===== src/rtl/core_csr_loader.sv =====
`default_nettype none
// ============================================================================
//  Module      : core_csr_loader
//  Description : Avalon-MM CSR initiator that halts the RV32I core, streams a
//                word image into imem, releases the core, polls its halted
//                status and returns the test gp value.
//  Revision    : 1.0 - initial release
// ============================================================================
module core_csr_loader #(
   parameter logic [17:0] CTRL_ADDR       = 18'h00000,
   parameter logic [17:0] STATUS_ADDR     = 18'h00001,
   parameter logic [17:0] GP_ADDR         = 18'h00002,
   parameter logic [2:0]  IMEM_REGION     = 3'd1,
   parameter logic [31:0] HALT_VAL        = 32'h00000001,
   parameter logic [31:0] RUN_VAL         = 32'h00000010,
   parameter int          STATUS_HALT_BIT = 0,
   parameter int          RD_LATENCY      = 1,
   parameter int          POLL_INTERVAL   = 16,
   parameter logic [31:0] TIMEOUT_CYCLES  = 32'd1000000
) (
   input  logic        clk,
   input  logic        reset_n,
   input  logic        start,
   input  logic [14:0] start_addr,
   input  logic [15:0] word_count,
   input  logic        s_valid,
   input  logic [31:0] s_data,
   output logic        s_ready,
   output logic [17:0] avm_address,
   output logic        avm_write,
   output logic [31:0] avm_writedata,
   output logic        avm_read,
   input  logic [31:0] avm_readdata,
   input  logic        avm_waitrequest,
   output logic        busy,
   output logic        done,
   output logic        timed_out,
   output logic [31:0] result_gp,
   output logic [15:0] words_loaded
);

   typedef enum logic [3:0] {
      S_IDLE      = 4'd0,
      S_HALT_WR   = 4'd1,
      S_LOAD_WAIT = 4'd2,
      S_LOAD_WR   = 4'd3,
      S_RUN_WR    = 4'd4,
      S_POLL_WAIT = 4'd5,
      S_POLL_RD   = 4'd6,
      S_POLL_CAP  = 4'd7,
      S_GP_RD     = 4'd8,
      S_GP_CAP    = 4'd9,
      S_DONE      = 4'd10
   } state_t;

   localparam logic [2:0]  LAT_LAST = 3'(RD_LATENCY - 1);
   localparam logic [31:0] POLL_RELOAD = 32'(POLL_INTERVAL);

   state_t      state;
   state_t      state_nxt;
   logic [14:0] base_addr;
   logic [15:0] count;
   logic [31:0] word_buf;
   logic [31:0] tmo_cnt;
   logic [31:0] poll_cnt;
   logic [2:0]  lat_cnt;

   logic        accept;
   logic        tmo_hit;
   logic        lat_done;
   logic        halted;
   logic        tmo_exit;
   logic [14:0] offset;

   assign accept   = ~avm_waitrequest;
   assign tmo_hit  = (TIMEOUT_CYCLES != 32'd0) && (tmo_cnt >= TIMEOUT_CYCLES);
   assign lat_done = (lat_cnt == LAT_LAST);
   assign halted   = avm_readdata[STATUS_HALT_BIT];
   // imem offset wraps naturally at 15 bits; the region bits are fixed
   assign offset   = base_addr + words_loaded[14:0];
   assign busy     = (state != S_IDLE);

   // state register; reset returns to IDLE immediately, dropping any request
   always_ff @(posedge clk) begin
      if (!reset_n) state <= S_IDLE;
      else          state <= state_nxt;
   end

   // next-state decode and bus/stream outputs
   always_comb begin
      state_nxt     = state;
      s_ready       = 1'b0;
      avm_address   = 18'h0;
      avm_write     = 1'b0;
      avm_writedata = 32'h0;
      avm_read      = 1'b0;
      done          = 1'b0;
      tmo_exit      = 1'b0;
      case (state)
         S_IDLE: begin
            if (start) state_nxt = S_HALT_WR;
         end
         S_HALT_WR: begin
            avm_address   = CTRL_ADDR;
            avm_write     = 1'b1;
            avm_writedata = HALT_VAL;
            if (accept) state_nxt = (count == 16'd0) ? S_RUN_WR : S_LOAD_WAIT;
         end
         S_LOAD_WAIT: begin
            s_ready = 1'b1;
            if (s_valid) state_nxt = S_LOAD_WR;
         end
         S_LOAD_WR: begin
            avm_address   = {IMEM_REGION, offset};
            avm_write     = 1'b1;
            avm_writedata = word_buf;
            if (accept)
               state_nxt = (words_loaded + 16'd1 == count) ? S_RUN_WR : S_LOAD_WAIT;
         end
         S_RUN_WR: begin
            avm_address   = CTRL_ADDR;
            avm_write     = 1'b1;
            avm_writedata = RUN_VAL;
            if (accept) state_nxt = S_POLL_WAIT;
         end
         S_POLL_WAIT: begin
            if (tmo_hit) begin
               tmo_exit  = 1'b1;
               state_nxt = S_DONE;
            end else if (poll_cnt <= 32'd1) begin
               state_nxt = S_POLL_RD;
            end
         end
         S_POLL_RD: begin
            // an issued status read always runs to completion, even past timeout
            avm_address = STATUS_ADDR;
            avm_read    = 1'b1;
            if (accept) state_nxt = S_POLL_CAP;
         end
         S_POLL_CAP: begin
            if (lat_done) begin
               if (halted) begin
                  state_nxt = S_GP_RD;
               end else if (tmo_hit) begin
                  tmo_exit  = 1'b1;
                  state_nxt = S_DONE;
               end else begin
                  state_nxt = S_POLL_WAIT;
               end
            end
         end
         S_GP_RD: begin
            avm_address = GP_ADDR;
            avm_read    = 1'b1;
            if (accept) state_nxt = S_GP_CAP;
         end
         S_GP_CAP: begin
            if (lat_done) state_nxt = S_DONE;
         end
         S_DONE: begin
            done      = 1'b1;
            state_nxt = S_IDLE;
         end
         default: state_nxt = S_IDLE;
      endcase
   end

   // sequence datapath: latched arguments, word buffer, counters and results
   always_ff @(posedge clk) begin
      if (!reset_n) begin
         base_addr    <= 15'h0;
         count        <= 16'h0;
         word_buf     <= 32'h0;
         tmo_cnt      <= 32'h0;
         poll_cnt     <= 32'h0;
         lat_cnt      <= 3'h0;
         timed_out    <= 1'b0;
         result_gp    <= 32'h0;
         words_loaded <= 16'h0;
      end else begin
         case (state)
            S_IDLE: begin
               if (start) begin
                  base_addr    <= start_addr;
                  count        <= word_count;
                  words_loaded <= 16'h0;
                  timed_out    <= 1'b0;
                  result_gp    <= 32'h0;
               end
            end
            S_LOAD_WAIT: begin
               if (s_valid) word_buf <= s_data;
            end
            S_LOAD_WR: begin
               if (accept) words_loaded <= words_loaded + 16'd1;
            end
            S_RUN_WR: begin
               if (accept) begin
                  tmo_cnt  <= 32'h0;
                  poll_cnt <= POLL_RELOAD;
               end
            end
            S_POLL_WAIT: begin
               poll_cnt <= poll_cnt - 32'd1;
            end
            S_POLL_RD, S_GP_RD: begin
               if (accept) lat_cnt <= 3'h0;
            end
            S_POLL_CAP: begin
               lat_cnt <= lat_cnt + 3'd1;
               if (lat_done && !halted) poll_cnt <= POLL_RELOAD;
            end
            S_GP_CAP: begin
               lat_cnt <= lat_cnt + 3'd1;
               if (lat_done) result_gp <= avm_readdata;
            end
            default: ;
         endcase

         // timeout counter saturates once the limit is reached
         if ((state == S_POLL_WAIT || state == S_POLL_RD || state == S_POLL_CAP) && !tmo_hit)
            tmo_cnt <= tmo_cnt + 32'd1;

         if (tmo_exit) timed_out <= 1'b1;
      end
   end

endmodule
`default_nettype wire

===== config.mk =====
export PLATFORM = sky130hd
export DESIGN_NAME = core_csr_loader
export DESIGN_NICKNAME = d
export VERILOG_FILES = /design/src/rtl/core_csr_loader.sv
export SDC_FILE = /design/constraint.sdc
export NUM_CORES = 1
export LEC_CHECK = 0
export ABC_AREA = 1
export BUFFER_PORTS_ARGS = -buffer_cell sky130_fd_sc_hd__buf_2
export CAP_MARGIN = 20
export CORE_MARGIN = 2
export CORE_UTILIZATION = 50
export DETAILED_ROUTE_END_ITERATION = 6
export MAX_ROUTING_LAYER = met4
export PLACE_DENSITY = 0.8
export SLEW_MARGIN = 10
export SYNTH_ARGS = -nofsm -noshare
export SYNTH_HDL_FRONTEND = slang
export SYNTH_SLANG_ARGS = --single-unit

===== constraint.sdc =====
create_clock -name clk -period 1.8 [get_ports clk]
set_clock_uncertainty 0.05 [all_clocks]
set_input_delay 0.18 -clock clk [delete_from_list [all_inputs] [get_ports clk]]
set_output_delay 0.18 -clock clk [all_outputs]
set_load 0.05 [all_outputs]

==> metrics list, run 1 <==
- Counting flops and latches in the post-synthesis netlist gives between 150 and 200.
- The run stopped with a tool error.
- In this run the tool buffered the top-level ports with approximately 200 buffer cells.
* Crit. endpoint post-GRT repair: avm_address[14]
* Height of the chip: between 100 and 150 µm
- Row Count: slightly below 50
- The average instance in the mapped netlist occupies between 6 and 7 µm².
- Number of primary I/O pins: ~200
- Of the post-synthesis cell area, the dominant cell type holds 0.3972.
- It got as far as 5_1_grt and failed there.
* Dominant register cell in the synthesized netlist: dfxtp_1
- Summing all placed instances gives a cell area of between 10000 and 15000 µm².
* Biggest area consumer among synthesized cells: dfxtp_1
* Kind of pin the worst path terminates on: output port
- Total half-perimeter wirelength after legalization and detailed placement: 20300 µm
- Count of H-tree levels built during CTS: 4
- Including well taps, the total number of placed cells is 1910.
* Synth Warn #: 0
- Number of flops mapped to enable cells by yosys: 0
- Clock buffers created by TritonCTS: 17
- Post-Syn Area: 9224 µm²
- The tool reported: "[ERROR GRT-0232] Routing congestion too high. Check the congestion heatmap in the GUI".
* Initial core utilization: 0.5117
- Across every metal layer, demand over resource in global routing totals 0.8117.
* Gpl congestion: 0.9519
* Max Root-Sink Buffers: 2
- For this run, the register share of the synthesized area comes to 0.3972.
- In this run the horizontal extent of the chip is 139.8 µm.
- After technology mapping, the gate count stands at roughly 1.4k.
- Share of synthesized flip-flops with an asynchronous set or reset: 0
* Top area cells in the synthesized netlist: dfxtp_1 40%, nand2_1 10%, a21oi_1 9.2%
* CTS root buffer: clkbuf_16
* Post-synth cell types: 46
- Global routing finished with a remaining overflow of between 40 and 50.
* Largest net degree at the start of global routing: 65
- For this design, the sink count on the clock tree is 183.
-- cell usage after synthesis (3+ instances only) --
library cell and n:
ha_1 21, o21a_1 3, clkbuf_1 36, inv_1 164
dfxtp_1 183, o21bai_1 3, xor2_1 7, a31oi_1 5
inv_2 13, a211oi_1 3, buf_2 9, nand3b_1 4
a21oi_1 170, nand3_1 76, nor2_2 8, nor3_1 32
nand4_1 24, nand2_1 245, buf_4 4, o21ai_0 129
a21o_1 3, nor2_1 200
-- layer usage --
metal	GRT overflow	track usage
met5	-	-
met3	0	0.6803
met2	20	0.9458
met1	1	0.7660
met4	21	0.8495
-- cell families after synthesis --
| group | count (synthesis) | share of synthesized area |
|---|---|---|
| compound gates | 326 | 0.1841 |
| xor+xnor | 9 | 0.008546 |
| fa+ha+maj | 22 | 0.03066 |
| buf+inv | 229 | 0.09685 |
| flops | 183 | 0.3972 |
| other cells | 1 | 0.0004066 |
| simple gates | 607 | 0.2823 |
-- stage by stage --
| step | util | setup WS [ps] |
|---|---|---|
| floorplan | - | -364.4 |
| global placement | 0.6670 | -373.2 |
| detailed placement | 0.6670 | -394.1 |
| CTS | 0.8276 | -779.3 |
-- timing repair --
action | 4_1_cts
hold endpoints to repair | 86
hold buffers | 86
pin swaps | 67
resized for setup | 306
buffers inserted | 35
gates cloned | 5
endpoints found under the setup margin | 116
==> inputs of run 2 (changes only) <==
--- a/config.mk
+++ b/config.mk
@@ -9,10 +9,9 @@
 export BUFFER_PORTS_ARGS = -buffer_cell sky130_fd_sc_hd__buf_2
 export CAP_MARGIN = 20
 export CORE_MARGIN = 2
-export CORE_UTILIZATION = 50
+export CORE_UTILIZATION = 40
 export DETAILED_ROUTE_END_ITERATION = 6
-export MAX_ROUTING_LAYER = met4
-export PLACE_DENSITY = 0.8
+export PLACE_DENSITY_LB_ADDON = 0.15
 export SLEW_MARGIN = 10
 export SYNTH_ARGS = -nofsm -noshare
 export SYNTH_HDL_FRONTEND = slang
==> constraint.sdc (replaced) <==
create_clock -name clk -period 2.3 [get_ports clk]
set_clock_uncertainty 0.05 [all_clocks]
set_input_delay 0.23 -clock clk [delete_from_list [all_inputs] [get_ports clk]]
set_output_delay 0.23 -clock clk [all_outputs]
set_load 0.05 [all_outputs]
==> run 2 against run 1 <==
Net effect:
- the flow now finishes, with violations (setup timing)
- synthesized cell count unchanged
- synthesized area unchanged
==> metrics list, run 2 <==
* Sort of element at the end of the critical path: output pin
* Mean Syn Cell Area: between 6 and 7 µm²
- The cell count after synthesis came out at about 1.4k.
- Area of placed instances: 10850 µm²
- Slew margin rel.: 0.5974
* Chip width: between 150 and 200 µm
- Count of vias placed by the detailed router: between 9k and 10k
* Sum of overflow across all layers after global routing: 0
- Required time at the endpoint of the critical path: approximately 2000 ps
- Of the synthesized area, sequential elements account for 0.3972.
- Clock transition at the registers of the reported paths: 80 ps
- Initial antenna violation count: 0
- The number of antenna diodes in the final layout is 0.
* Layout area overhead: 34.85%
- The flow ran to the end, but the final reports show violations.
* Post-route insts no fill: around 2k
* Dominant register cell in the synthesized netlist: dfxtp_1
- Floorplan die area: approximately 24000 µm²
- Violations in the final reports: setup timing
- Top-area cell type share of the netlist area: 0.3972
- Arrival time at the worst endpoint: about 2400 ps
* Initial core utilization: 0.4074
- Top fanout value on the critical path: 3
- The first detailed-routing pass ran for 5 iterations.
- Leakage power: 0.005593 µW
- Synth Warn #: 0
* Clock buffers created by TritonCTS: 17
- After layout, the worst setup slack is -338.2 ps.
* Post-Syn Area: a little over 9000 µm²
- Leaving out fill and tap cells, the most frequent cell in the layout is nand2_1.
* Gpl congestion: roughly 0.84
- In this run the critical register-to-register path is launched from words_loaded[4]$_SDFFE_PN0P_.
- #FFs+latches synth: around 180
* Post-synth cell types: 46
- For this run, the total global-route usage over all layers was measured as 0.2235.
- Number of flops mapped to enable cells by yosys: 0
* First-pass GRT wire length: about 44000 µm
- Counting every sink on the clock net gives between 150 and 200.
* Number of max-slew violations in the final report: 0
* Max Root-Sink Buffers: 2
- Largest net degree at the start of global routing: 65
* WL per Instance: ~14 µm
- Number of DRC markers in iteration 0: between 500 and 600
- The setup path with the least slack is of type reg2out.
- Worst min-delay path startpoint: s_data[12]
- The tree is rooted in a clkbuf_16.
- Total wire length after detailed routing: ~27000 µm
* Element type at the critical path start: register
- Row Count: 55
* Final-layout worst hold slack: 17.32 ps
* Commonest cells post-synth: 245 x nand2_1, 200 x nor2_1, 183 x dfxtp_1
- Count of H-tree levels built during CTS: 4
- Share of synthesized flip-flops with an asynchronous set or reset: 0
- Among all cell types in the netlist, the one instantiated most often is nand2_1.
- Of the cells placed in the final design, the portion with a size suffix greater than 1 is 0.2492.
- Number of maximum-capacitance violations: 0
* Height of the chip: 155.9 µm
* Minimum clock period: around 2600 ps
* Final worst-path cycle share: 1.147
- For the pin with the worst max-slew slack, the measured transition is 603.0 ps.
- Total half-perimeter wirelength after legalization and detailed placement: around 20000 µm
* Skew-Pair Late Insertion Delay: ~430 ps
- In this run the remaining antenna-violating nets after routing total 0.
- Timing would allow up to around 380 MHz.
- Maximum resistive drop on vdd: 0.6307 mV
- Number of global-route vias before repair: between 9k and 10k
* Cell count after placement: 1864
- First element of the critical path: words_loaded[0]$_SDFFE_PN0P_
* Count of endpoints failing setup in the final report: 10
* CTS tree: built
* Via/cell ratio: 4.998
- Net count of the finished layout: 1774
* Post-route cell area: 12440 µm²
- Commonest cells after routing, fill and taps aside: 239 x nand2_1, 188 x nor2_1, 173 x buf_2
- Pin placement for this block handled between 200 and 250 I/O pins.
- The tightest min-delay check is of the in2reg type.
- The total area inside the core boundary comes to ~23000 µm².
- Biggest area consumer among synthesized cells: dfxtp_1
- Setup repair after global routing could not meet its margin everywhere.
* Total power divided by cell area: about 810 nW/µm²
- Count of unresolved DRC violations after routing: 0
- After synthesis, the cell types taking the most area are dfxtp_1 40%, nand2_1 10%, a21oi_1 9.2%.
- Number of port buffers: ~200
* Final number of hold-violating endpoints: 0
## run 2: worst paths after layout
path | slack [ps] | cells past startpoint | to
setup / recovery | -340 | 10 | avm_address[14]
hold / removal | 20 | 3 | word_buf[12]$_SDFFE_PN0P_
setup reg to reg | 130 | 13 | state[2]$_SDFFE_PN0P_
hold reg to reg | 390 | 2 | tmo_cnt[22]$_SDFFE_PN0P_
## run 2: power by group
part           switching [µW]  leakage (µW)  internal [µW]  total [µW]
Combinational            2260       0.00381           1010        3270
Clock                    1460      0.000288           1460        2920
Sequential                236       0.00150           3610        3840
Total                    3950       0.00559           6080       10000
## run 2: logic make-up after synthesis
logic type,after synthesis,share of synthesized area
buffers and inverters,229,0.09685
AND/OR/NAND/NOR,607,0.2823
adder cells (fa/ha/maj),22,0.03066
other,1,0.0004066
flip-flops,183,0.3972
XOR/XNOR,9,0.008546
AO/OA/AOI/OAI,326,0.1841
## run 2: worst max-delay path, stage by stage (launching register included)
cell       delay (ps)
dfxtp_4           350
ha_4              150
fa_2              370
nand3_4            90
nand2_4            80
nand3_2           100
o2111ai_2         120
a31oi_1           220
xor2_1            250
nor2_4             40
buf_6             150
## run 2: cell type report
| type | count | area (µm²) |
|---|---|---|
| well taps | 285 | 356.6 |
| inverters | 177 | 664.4 |
| clock buffers | 17 | 425.4 |
| fillers | 2171 | 10200 |
| flip-flops and latches | 183 | 3696 |
| repair buffers | 307 | 2053 |
| clock inverters | 15 | 158.9 |
| multi-input cells | 966 | 5084 |
## run 2: metrics by stage
step / total power [µW] / setup WS, ps / setup TNS [ps] / util
3_3_place_gp: 6882 / -107.5 / -125.5 / 0.4792
5_1_grt: 10640 / -423.6 / -2503 / 0.5494
4_1_cts: 9977 / -378.1 / -1813 / 0.5337
3_5_place_dp: 6899 / -96.92 / -129.0 / 0.4792
2_1_floorplan: 6040 / -247.3 / -1521 / -
6_report: 10030 / -338.2 / -1381 / 0.5494
## run 2: layer usage
layer / vias up / wire length, µm / GRT usage
met5: - / 0 / 0
met4: 0 / 570 / 0.06509
met3: 35 / 1623 / 0.05306
met2: 256 / 12720 / 0.3748
met1: 4405 / 12390 / 0.2867
li1: 5050 / - / -
## run 2: what timing repair did
action / 4_1_cts / 5_1_grt
resized for setup: 60 / 74
endpoints found under the hold margin: 38 / 0
gates cloned: 0 / 0
hold buffers: 38 / 0
pin swaps: 21 / 28
endpoints found under the setup margin: 46 / 55
setup buffers: 5 / 11
Power figures use the tool's default switching activity.
==> inputs of run 3 (changes only) <==
--- a/config.mk
+++ b/config.mk
@@ -9,9 +9,9 @@
 export BUFFER_PORTS_ARGS = -buffer_cell sky130_fd_sc_hd__buf_2
 export CAP_MARGIN = 20
 export CORE_MARGIN = 2
-export CORE_UTILIZATION = 40
+export CORE_UTILIZATION = 25
 export DETAILED_ROUTE_END_ITERATION = 6
-export PLACE_DENSITY_LB_ADDON = 0.15
+export PLACE_DENSITY = 0.46
 export SLEW_MARGIN = 10
 export SYNTH_ARGS = -nofsm -noshare
 export SYNTH_HDL_FRONTEND = slang
==> run 3 against run 2 <==
Net effect:
- the flow still finishes with violations (setup timing)
- global-route usage shrank 6.8 points
- flip-flop and latch count did not move
- sequential share of layout area fell by 0.95 points
- wire length grew 9.8%
- core utilization is 20 points lower
- non-clock buffer count increased by 14
- first-iteration DRC count fell by 5.3%
- power rose by 1.7%
- register-to-register slack better by 60 ps
- combinational power is 2% higher
- final area grew 3.0%
- clock-buffer cell count unchanged
- largest cell class unchanged
==> metrics list, run 3 (synthesized netlist as in run 2, its figures left out) <==
- The run finished, with violations left.
- Violations in the final reports: setup timing
* Number of maximum-capacitance violations: 0
* Layout area overhead: 38.94%
- Largest net degree at the start of global routing: 66
- First-pass GRT wire length: ~48000 µm
* Total power divided by cell area: 796.1 nW/µm²
* Worst setup margin: -327.2 ps
* Height of the chip: a little under 200 µm
- Number of DRC markers in iteration 0: between 500 and 600
- Slew margin rel.: 0.6516
* Minimum clock period: 2627 ps
- Summed over all layers, the routed wires come to ~30000 µm.
* Max Root-Sink Buffers: 2
- The total overflow left after global routing is 0.
- Of the available clock period, the critical path in the final layout requires 1.142.
- Count of H-tree levels built during CTS: 4
* Clock transition at the registers of the reported paths: 70 ps
- At the end of routability-driven placement, the weighted congestion stood at between 0.8 and 0.9.
- In this run the remaining antenna-violating nets after routing total 0.
* Tightest Hold Check Type: in2reg
- Dividing the detail-routed wire length by the instance count gives 13.96 µm.
* Maximum resistive drop on vdd: just under 0.6 mV
- Number of global-route vias before repair: approximately 9.4k
- Chip width: 196.1 µm
- Clock buffers created by TritonCTS: 17
- Sort of element at the end of the critical path: output pin
- The first TritonRoute pass finished after 5 iterations.
- Before CTS, the worst setup slack after placement is -100.7 ps.
- The HPWL after detailed placement is between 20000 and 25000 µm.
- Leakage power: roughly 0.0057 µW
- Final number of hold-violating endpoints: 0
- F_max: roughly 380 MHz
* Critical path class: reg2out
- Along the worst path, the maximum fanout reaches 2.
* Count of unresolved DRC violations after routing: 0
* Row Count: 70
* Fill cell instance count of the final layout: slightly below 4k
* Slew at the pin with the worst max-slew slack: between 500 and 600 ps
* Aggregate global-route resource usage: 0.1551
- Initial core utilization: 0.2532
* Share of layout cells above drive strength 1: 0.2443
- Final cell utilization of the core: 0.3518
- The core region is between 30000 and 40000 µm².
- Clock Sinks: roughly 180
- Clock latency on the worst-skew pair, taken at its later pin, is approximately 440 ps.
- CTS root buffer: clkbuf_16
- Number of max-slew violations in the final report: 0
- Via/cell ratio: between 4 and 5
- Number of port buffers: 201
- Floorplan die area: 38450 µm²
- Element type at the critical path start: register
- TritonCTS built the clock tree.
- RSZ-0062 raised after global routing: true
- Leaving out fill and tap cells, the most frequent cell in the layout is nand2_1.
* Initial antenna violation count: 2
- The net count of the finished layout is 1788.
- For this block, the via count after detailed routing is 9894.
* Arrival time at the worst endpoint: 2350 ps
- Number of primary I/O pins: ~200
* Count of endpoints failing setup in the final report: 11
- Leaving out fill and tap cells, the most frequent cells in the layout are 236 x nand2_1, 186 x nor2_1, 179 x buf_2.
* Required time at the endpoint of the critical path: 2020 ps
## run 3: cell types whose count changed in the layout (fill, tap and decap cells not counted), moves of 5 or more
cell           delta
dfxtp_2           -5
dlygate4sd3_1    +17
dfxtp_1           +6
clkbuf_4          -9
buf_2             +6
## run 3: path summary, 6_finish.rpt
path	depth (start not counted)	slack, ps	end	startpoint
worst max-delay path	10	-330	avm_address[14]	words_loaded[0]$_SDFFE_PN0P_
worst min-delay path	3	30	word_buf[19]$_SDFFE_PN0P_	s_data[19]
worst max register to register	13	190	poll_cnt[13]$_SDFFE_PN0P_	lat_cnt[0]$_SDFFE_PN0P_
worst min register to register	2	390	tmo_cnt[24]$_SDFFE_PN0P_	tmo_cnt[24]$_SDFFE_PN0P_
## run 3: report_power, final
group / internal, µW / total, µW / leakage (µW) / switching [µW]
clock network: 1630 / 3030 / 0.000277 / 1400
logic: 1030 / 3330 / 0.00388 / 2300
registers: 3600 / 3850 / 0.00149 / 247
total: 6260 / 10200 / 0.00565 / 3940
## run 3: critical path, cell delays in order (launching register included)
cell	delay (ps)
dfxtp_4	350
ha_4	150
fa_2	350
nand3_2	80
nand2_2	90
nand3_2	90
o2111ai_2	110
a31oi_1	220
xor2_1	250
nor2_4	60
buf_6	150
## run 3: what timing repair did
| item | 4_1_cts | 5_1_grt |
|---|---|---|
| setup buffers | 1 | 12 |
| gates resized for setup | 77 | 56 |
| hold buffers | 55 | 0 |
| gates cloned | 0 | 0 |
| endpoints found under the setup margin | 47 | 56 |
| hold endpoints to repair | 55 | 0 |
| pin swaps | 16 | 23 |
## run 3: area by class of cell
class                   instances  area, µm²  area share
multi-input cells             966       5096      0.3976
flip-flops and latches        183       3686      0.2876
repair buffers                321       2188      0.1708
inverters                     177      664.4     0.05184
well taps                     468      585.6     0.04569
clock buffers                  17      425.4     0.03319
clock inverters                14      165.2     0.01289
diodes                          2      5.005   0.0003905
## run 3: per-layer routing
| layer | wire length [µm] | up-vias | global-route usage |
|---|---|---|---|
| met5 | 0 | - | 0 |
| met4 | 548 | 0 | 0.05135 |
| met3 | 1281 | 30 | 0.03043 |
| met2 | 14550 | 183 | 0.2666 |
| met1 | 13600 | 4622 | 0.1941 |
| li1 | - | 5059 | - |
## run 3: through the flow
step                instances  hold slack, ps  TNS (ps)  instance area (µm²)  total power, µW
detailed placement       2047           386.9    -165.3                11070             6985
global route             2148           20.42     -3081                12820            10850
floorplan                1378           314.9     -1521                 9296             6040
CTS                      2134           1.067     -2173                12530            10260
global placement         2047           383.5    -186.0                11070             6969
finish                   2148           27.28     -1913                12820            10200
==> inputs of run 4 (changes only) <==
--- a/config.mk
+++ b/config.mk
@@ -12,6 +12,7 @@
 export CORE_UTILIZATION = 25
 export DETAILED_ROUTE_END_ITERATION = 6
 export PLACE_DENSITY = 0.46
+export RECOVER_POWER = 100
 export SLEW_MARGIN = 10
 export SYNTH_ARGS = -nofsm -noshare
 export SYNTH_HDL_FRONTEND = slang
==> run 4 against run 3 <==
Net effect:
- the run still ends with setup timing left
- critical endpoint unchanged
- power is 0.91% lower
- flip-flop and latch count unchanged
- highest routed layer unchanged
- core utilization shrank 0.36 points
- sequential power hardly changed
==> metrics list, run 4 (synthesized netlist as in run 2, its figures left out) <==
* Number of cell instances on the worst register-to-register path: 13
- The H-tree was split into 4 levels.
* Via/cell ratio: approximately 4.6
- Number of primary I/O pins: about 200
- Along the worst path, the maximum fanout reaches 2.
* Final worst-path cycle share: 1.142
- First-pass GRT wire length: slightly below 50000 µm
- Measured on the finished design, the core utilization comes to 0.3481.
- Slew margin rel.: 0.4874
- CTS tree: built
* Gpl congestion: 0.8256
* Initial core utilization: 0.2532
* Summed negative setup slack over all endpoints: -2511 ps
- The worst setup path is launched from a register.
- The detailed router placed just under 10k vias in this run.
* Leakage power: 0.005418 µW
* Largest net degree at the start of global routing: 66
- F_max: 380.8 MHz
* Skew-Pair Late Insertion Delay: roughly 440 ps
* Height of the chip: a little under 200 µm
- The worst hold path passes through 3 cells.
* Layout area overhead: 37.51%
* Cell count after placement: 2047
- In this run the power density over the cells is 797.1 nW/µm².
- Across every metal layer, demand over resource in global routing totals 0.1551.
- Chip width: 196.1 µm
- Required time at the endpoint of the critical path: a little over 2000 ps
- The final max-slew violation count was 0.
- The core region is about 36000 µm².
* Count of endpoints failing setup in the final report: 19
- Max Root-Sink Buffers: 2
* Power consumption: just over 10000 µW
* Floorplan die area: between 30000 and 40000 µm²
- The final layout contains 1788 nets.
- Setup repair after global routing could not meet its margin everywhere.
* Violations in the final reports: setup timing
- Summing all multi-input logic gate instances after layout gives approximately 5100 µm².
- Once detailed placement completed, the half-perimeter wirelength came to 21790 µm.
- For this run, the number of standard cells in the final layout without fillers is around 2.1k.
- Across the whole layout, storage elements account for around 3700 µm².
- Tightest Hold Check Type: in2reg
- The filler cells instantiated in the layout total ~4k.
- The library cells used most frequently in the layout, excluding fill and tap cells, are 238 x nand2_1, 191 x nor2_1, 171 x dfxtp_1.
* Arrival time at the worst endpoint: between 2000 and 2500 ps
- Number of global-route vias before repair: 9374
* Sum of overflow across all layers after global routing: 0
* Number of optimization iterations in the first detailed-route pass: 4
- The worst setup path is of the reg2out kind.
* Row Count: 70
- The library cell used most frequently in the layout, excluding fill and tap cells, is nand2_1.
- The final hold violation count came to 0.
- For this block, the routed nets add up to ~30000 µm of wire.
* WL per Instance: 13.96 µm
* Reg-to-reg slack, setup: -140 ps
- Across the run, the number of max-cap violations was 0.
- The initial antenna violation count was 2.
- Clock buffers created by TritonCTS: 17
- STA classifies the critical path endpoint as an output pin.
- Input and output buffers added on the ports amount to 201.
* Maximum resistive drop on vdd: 0.5783 mV
* Result of the run: finished, violations left
* Clock Sinks: about 180
- Detail Route Antenna Nets: 0
- In the post-route analysis, the smallest setup slack over all paths is -326.2 ps.
- Number of DRC markers in iteration 0: a little over 500
* Count of unresolved DRC violations after routing: 0
- Minimum clock period: ~2600 ps
* Clock transition at the registers of the reported paths: approximately 70 ps
- Of the cells placed in the final design, the portion with a size suffix greater than 1 is 0.2032.
- CTS root buffer: clkbuf_16
- Slew at the pin with the worst max-slew slack: 772.2 ps
-- run 4: cell count changes in the layout (fill, tap and decap cells not counted), sizes merged --
cell	delta
buf	-60
clkbuf	+60
-- run 4: worst max-delay path, cell delays in order, from the launching register on --
cell       delay (ps)
dfxtp_4           350
ha_4              150
fa_2              350
nand3_2            80
nand2_2            90
nand3_2            90
o2111ai_2         110
a31oi_1           220
xor2_1            250
nor2_4             60
buf_6             160
-- run 4: worst paths after layout --
path	from	to
min	s_data[29]	word_buf[29]$_SDFFE_PN0P_
max reg2reg	state[2]$_SDFFE_PN0P_	poll_cnt[13]$_SDFFE_PN0P_
max	words_loaded[0]$_SDFFE_PN0P_	avm_address[14]
min reg2reg	tmo_cnt[24]$_SDFFE_PN0P_	tmo_cnt[24]$_SDFFE_PN0P_
-- run 4: report_power, final --
part	leakage [µW]	switching [µW]	internal [µW]	total [µW]
registers	0.00149	247	3600	3840
logic	0.00365	2280	965	3240
clock network	0.000277	1400	1630	3030
-- run 4: final cells by class --
cell class / count / area share
antenna: 2 / 0.0003946
multi-input combinational: 966 / 0.3989
inverter: 177 / 0.05238
sequential: 183 / 0.2904
timing repair buffer: 321 / 0.1651
tap: 468 / 0.04617
clock buffer: 17 / 0.03354
clock inverter: 14 / 0.01302
-- run 4: layer usage --
metal / GRT usage / share of wire / vias to the layer above
met2: 0.2666 / 0.49 / 188
met3: 0.03043 / 0.041 / 33
met4: 0.05135 / 0.019 / 0
li1: - / - / 5063
met1: 0.1941 / 0.45 / 4620
met5: 0 / 0 / -
-- run 4: timing repair --
item	CTS	global route
gates resized for setup	77	56
hold buffers	55	0
endpoints found under the setup margin	47	56
pin swaps	16	23
hold endpoints to repair	55	0
setup buffers	1	12
-- run 4: through the flow --
stage	area [µm²]	setup slack (ps)	hold WS (ps)
after global routing	12680	-428.5	20.42
after CTS	12530	-351.2	1.067
final	12680	-326.2	26.90
after detailed placement	11070	-100.7	386.9
after floorplan	9296	-247.3	314.9
after global placement	11070	-93.95	383.5
